### src/rtl/alu_share_arbiter.sv
// Round-robin sharing of one combinational ALU between two requesters,
// with a single registered response slot and valid/ready on every side.
module alu_share_arbiter #(
  parameter int unsigned OPERAND_WIDTH = 32
) (
  input  logic                     clk,
  input  logic                     rst_n,
  input  logic                     req0_valid,
  output logic                     req0_ready,
  input  logic [3:0]               req0_op,
  input  logic [OPERAND_WIDTH-1:0] req0_a,
  input  logic [OPERAND_WIDTH-1:0] req0_b,
  input  logic                     req1_valid,
  output logic                     req1_ready,
  input  logic [3:0]               req1_op,
  input  logic [OPERAND_WIDTH-1:0] req1_a,
  input  logic [OPERAND_WIDTH-1:0] req1_b,
  output logic [3:0]               alu_op,
  output logic [OPERAND_WIDTH-1:0] alu_operand1,
  output logic [OPERAND_WIDTH-1:0] alu_operand2,
  input  logic [OPERAND_WIDTH-1:0] alu_result,
  output logic                     rsp_valid,
  input  logic                     rsp_ready,
  output logic                     rsp_id,
  output logic [OPERAND_WIDTH-1:0] rsp_result,
  output logic                     rsp_illegal
);

  localparam logic [0:0] ST_EMPTY = 1'b0;
  localparam logic [0:0] ST_FULL  = 1'b1;
  localparam logic [3:0] OP_MAX   = 4'b1001;

  logic [0:0]               state_q, state_d;
  logic                     rsp_id_q, rsp_id_d;
  logic [OPERAND_WIDTH-1:0] rsp_result_q, rsp_result_d;
  logic                     rsp_illegal_q, rsp_illegal_d;
  logic                     ptr_q, ptr_d;

  logic                     can_accept;
  logic                     gnt;
  logic                     gnt_idx;
  logic                     sel_illegal;

  // Arbitration, ALU drive and next-state; ready never depends on a ready output.
  always_comb begin
    state_d       = state_q;
    rsp_id_d      = rsp_id_q;
    rsp_result_d  = rsp_result_q;
    rsp_illegal_d = rsp_illegal_q;
    ptr_d         = ptr_q;
    req0_ready    = 1'b0;
    req1_ready    = 1'b0;
    alu_op        = 4'b0000;
    alu_operand1  = '0;
    alu_operand2  = '0;
    sel_illegal   = 1'b0;

    can_accept = (state_q == ST_EMPTY) || rsp_ready;
    gnt        = can_accept && rst_n && (req0_valid || req1_valid);
    gnt_idx    = (req0_valid && req1_valid) ? ptr_q : req1_valid;

    if (gnt) begin
      req0_ready = !gnt_idx;
      req1_ready = gnt_idx;
      if (gnt_idx) begin
        alu_op       = req1_op;
        alu_operand1 = req1_a;
        alu_operand2 = req1_b;
      end else begin
        alu_op       = req0_op;
        alu_operand1 = req0_a;
        alu_operand2 = req0_b;
      end
      sel_illegal   = alu_op > OP_MAX;
      state_d       = ST_FULL;
      rsp_id_d      = gnt_idx;
      rsp_illegal_d = sel_illegal;
      rsp_result_d  = sel_illegal ? '0 : alu_result;
      ptr_d         = ~gnt_idx;
    end else if ((state_q == ST_FULL) && rsp_ready) begin
      state_d = ST_EMPTY;
    end
  end

  always_ff @(posedge clk) begin
    if (!rst_n) begin
      state_q       <= ST_EMPTY;
      rsp_id_q      <= 1'b0;
      rsp_result_q  <= '0;
      rsp_illegal_q <= 1'b0;
      ptr_q         <= 1'b0;
    end else begin
      state_q       <= state_d;
      rsp_id_q      <= rsp_id_d;
      rsp_result_q  <= rsp_result_d;
      rsp_illegal_q <= rsp_illegal_d;
      ptr_q         <= ptr_d;
    end
  end

  assign rsp_valid   = (state_q == ST_FULL);
  assign rsp_id      = rsp_id_q;
  assign rsp_result  = rsp_result_q;
  assign rsp_illegal = rsp_illegal_q;

endmodule
### config.mk
export PLATFORM = sky130hd
export DESIGN_NAME = alu_share_arbiter
export DESIGN_NICKNAME = d
export VERILOG_FILES = /design/src/rtl/alu_share_arbiter.sv
export SDC_FILE = /design/constraint.sdc
export NUM_CORES = 1
export LEC_CHECK = 0
export CAP_MARGIN = 20
export CORE_AREA = 4 4 106 108
export CTS_BUF_LIST = sky130_fd_sc_hd__clkbuf_8
export CTS_CLUSTER_SIZE = 8
export DETAILED_ROUTE_END_ITERATION = 7
export DIE_AREA = 0 0 110 112
export PLACE_DENSITY_LB_ADDON = 0.1
export RECOVER_POWER = 25
export SLEW_MARGIN = 20
export SYNTH_ARGS = -nofsm -noshare
export SYNTH_HDL_FRONTEND = slang
export SYNTH_SLANG_ARGS = --single-unit
### constraint.sdc
create_clock -name clk -period 3.3 [get_ports clk]
set_input_delay 0.99 -clock clk [delete_from_list [all_inputs] [get_ports clk]]
set_output_delay 0.99 -clock clk [all_outputs]
set_load 0.01 [all_outputs]
==> results.yml <==
floorplan:
  initial_core_util_pct: 18.75
  die_area_mm2: 0.01232
  boundaryPins: 278
  die_w_um: 110
  die_h_um: 112
  core.rowCount: 37
  core_mm2: 0.01023
placed_design:
  place.gp.congestion: 0.8354
  post-place-ws_ps: -638.9
  post_dp_hpwl_mm: 8.934
  port-buffer-count: 277
  place.detailed.instances: 590
synth:
  synth-seq-cells: 36
  syn-cell-area_mm2: 0.001918
  netlist.top_cell.by_area: "a22o_1"
  synth.cells.most_frequent: "a22o_1 (97), dfxtp_1 (36), buf_2 (6), buf_6 (6), clkbuf_1 (4)"
  synth_fp_nets: 356
  synth.avg_cell_area_um2: 10.48
  post_synth_main_area_contributors: "a22o_1 (44%), dfxtp_1 (38%), buf_6 (3.5%), buf_2 (1.6%), mux2i_1 (1.6%)"
  netlist.area_leader.share_pct: 44.29
  async_reset_ff_share_pct: 0
  synth_edf_count: 0
  ys_dominant_reg_cell: "dfxtp_1"
  post-synth-top-count-cell: "a22o_1"
  yosys.cell_types.count: 26
  netlist_instances: 183
  ys.warnings.count: 0
  synth-seq-area-share_pct: 37.57
power_and_ir_drop:
  vdd.ir_drop.worst_v: 0.0001743
  power_density_mw_per_mm2: 277.8
  overall_power_consumption_uw: 1416
  p_leak_uw: 0.002239
final_layout:
  sequential_cell_area_um2: 720.7
  area_growth_syn_to_layout_pct: 165.7
  fraction_of_final_layout_cells_with_drive_strength_greater_than_1_pct: 24.01
  insertedDiodeCount: 0
  nets: 651
  number_of_fill_cells_in_the_layout: 971
  instances_no_fill: 615
  multi_input_area_mm2: 0.001071
sta:
  setup_tns_ps: 0
  post-route-worst-setup-slack_ps: 81.09
  timing.final.max_slew_violations: 0
  worstMarginPinSlew_ps: 440.0
  final-hold-violation-count: 0
  clock-skew-final_ps: 10.80
  max_clock_freq_mhz: 310.7
  setup_viol: 0
  worst_max_slew_margin_expressed_relative_to_the_limit_pct: 70.44
  finalCriticalPeriod_ps: 3219
  rsz0062_at_grt: "no"
  period_share_pct: 97.54
drt:
  post-route-drc-count: 0
  vias: 2786
  dr.pass1.iters: 4
  routed_via_density: 4.530
  antenna_violating_nets_left: 0
  drt-initial-drc-count: 76
  total_length_of_routed_wires_mm: 11.76
  wl_per_cell_um: 19.12
setup_path:
  critical_path.endpoint_type: "output port"
  timing.critical_path.cells: "buf_2 > nand2b_4 > nand2_4 > a211oi_4 > buf_6 > buf_8 > buf_4 > buf_16 > a22o_1 > buf_2"
  cell_type_of_the_slowest_stage_on_the_worst_timing_path: "a22o_1"
  regToRegStartpoint: "rsp_valid$_SDFFE_PN0P_"
  critPathBufInv: 6
  worstPathRequired_ps: 2310
  cp_max_fo: 6
  worst_setup_sp_type: "primary input"
  crit_path_start: "rsp_ready"
  timing.critical_path.arrival_ps: 2230
  reg2regPathDepth: 6
  path_class: "primary input to output port"
  crit_path_frequent_cell: "buf_2"
  worst_path_largest_cell_delay_ps: 220
  worst_path_dominant_cell_family: "buffers and inverters"
  r2r_end: "rsp_result[14]$_SDFFE_PN0P_"
  timing.reg2reg.setup_slack_ps: 1620
clock_network:
  cts.sinks: 36
  clock_tree.htree_level_count: 2
  cts_hold_buffers: 0
  cts.path.max_buffers: 2
  tritoncts_clock_tree: "built"
  root_buffer: "clkbuf_8"
  cts_made_buffers: 5
  clock_slew_seen_by_the_registers_of_the_worst_setup_and_hold_paths_ps: 70
  clk_latency_ps: 280
global_route:
  grt_start_max_net_pins: 33
  via_count_of_the_first_global_routing_pass: 2945
  grt_usage_pct: 17.79
  gr-total-overflow: 0
  wire_length_of_the_first_global_routing_pass_mm: 16.62
  grt_antenna_before_repair: 0
worst_hold_path:
  hold_end: "rsp_result[11]$_SDFFE_PN0P_"
  worstHoldPathType: "flop to flop"
  min_from: "rsp_result[11]$_SDFFE_PN0P_"
  hold_depth: 1
status:
  run_status: "complete, no violations"
job:
  max-cap-violations: 0
## placed cells by master (no fill, tap or decap), types with 2 or more instances in the layout
master / count
dfxtp_1: 36
a22o_1: 97
o21ai_0: 2
buf_2: 46
dlygate4sd2_1: 4
buf_16: 7
nor3_1: 3
clkdlybuf4s50_1: 172
clkbuf_1: 2
mux2i_1: 3
buf_6: 3
nor2_1: 3
clkbuf_8: 6
dlygate4sd3_1: 31
a211oi_4: 2
inv_1: 2
clkdlybuf4s15_1: 2
clkdlybuf4s15_2: 20
a31oi_1: 3
buf_12: 7
buf_4: 12
## power by group
group	internal, uW	total (uW)	switching (uW)
Combinational	389	604	215
Sequential	465	480	15.3
Clock	171	332	161
## worst max path at each step
stage	to	slack [ps]	cells past startpoint
after detailed placement	alu_operand1[2]	-640	8
after floorplan	alu_operand1[22]	310	6
after global placement	alu_operand2[6]	-640	8
final	alu_operand1[19]	80	10
after CTS	alu_operand1[7]	1	9
after global routing	alu_operand1[28]	7	9
## cell type report
type | count | area share, %
Multi-Input combinational cell | 124 | 21.02
Inverter | 3 | 0.2210
Clock buffer | 6 | 1.620
Tap cell | 136 | 3.339
Timing Repair Buffer | 308 | 59.39
Sequential cell | 36 | 14.14
Clock inverter | 2 | 0.2701
## per-stage QoR
stage	hold slack, ps	util [%]	area, um^2
after floorplan	494.8	-	1918
after global placement	459.7	47.71	4881
after detailed placement	463.5	47.71	4881
after CTS	483.0	50.24	5140
after global routing	493.0	49.81	5096
final	475.9	49.81	5096
## cells by family after synthesis
kind of cell	after synthesis	share of synthesized area, %
DFF	36	37.57
muxes	3	1.566
AOI/OAI and AO/OA	108	48.86
buffers and inverters	23	7.827
and+or+nand+nor	13	4.175
## per-layer routing
layer | track usage, % | wire length [um] | up-vias
li1 | - | - | 1339
met1 | 19.63 | 4380 | 1291
met2 | 32.52 | 6082 | 142
met3 | 5.159 | 1029 | 14
met4 | 4.821 | 265 | 0
met5 | 0 | 0 | -
## registers in the layout (all words and copies together), names as in the netlist
register	flops
rsp_valid	1
ptr_q	1
rsp_illegal	1
rsp_result	32
rsp_id	1
## worst register-to-register path, cell delays in order, from the launching register on
cell      delay [ps]
dfxtp_1          340
nand2b_4          90
clkbuf_1         240
nand3_2          230
a211oi_4         330
buf_12           230
a22o_1           160
## what timing repair did
| action | CTS | global route |
|---|---|---|
| cloned | 7 | 0 |
| resized for setup | 273 | 5 |
| pin swaps | 6 | 1 |
| buffers inserted | 11 | 0 |
| setup endpoints to repair | 70 | 60 |
Power figures use the tool's default switching activity.
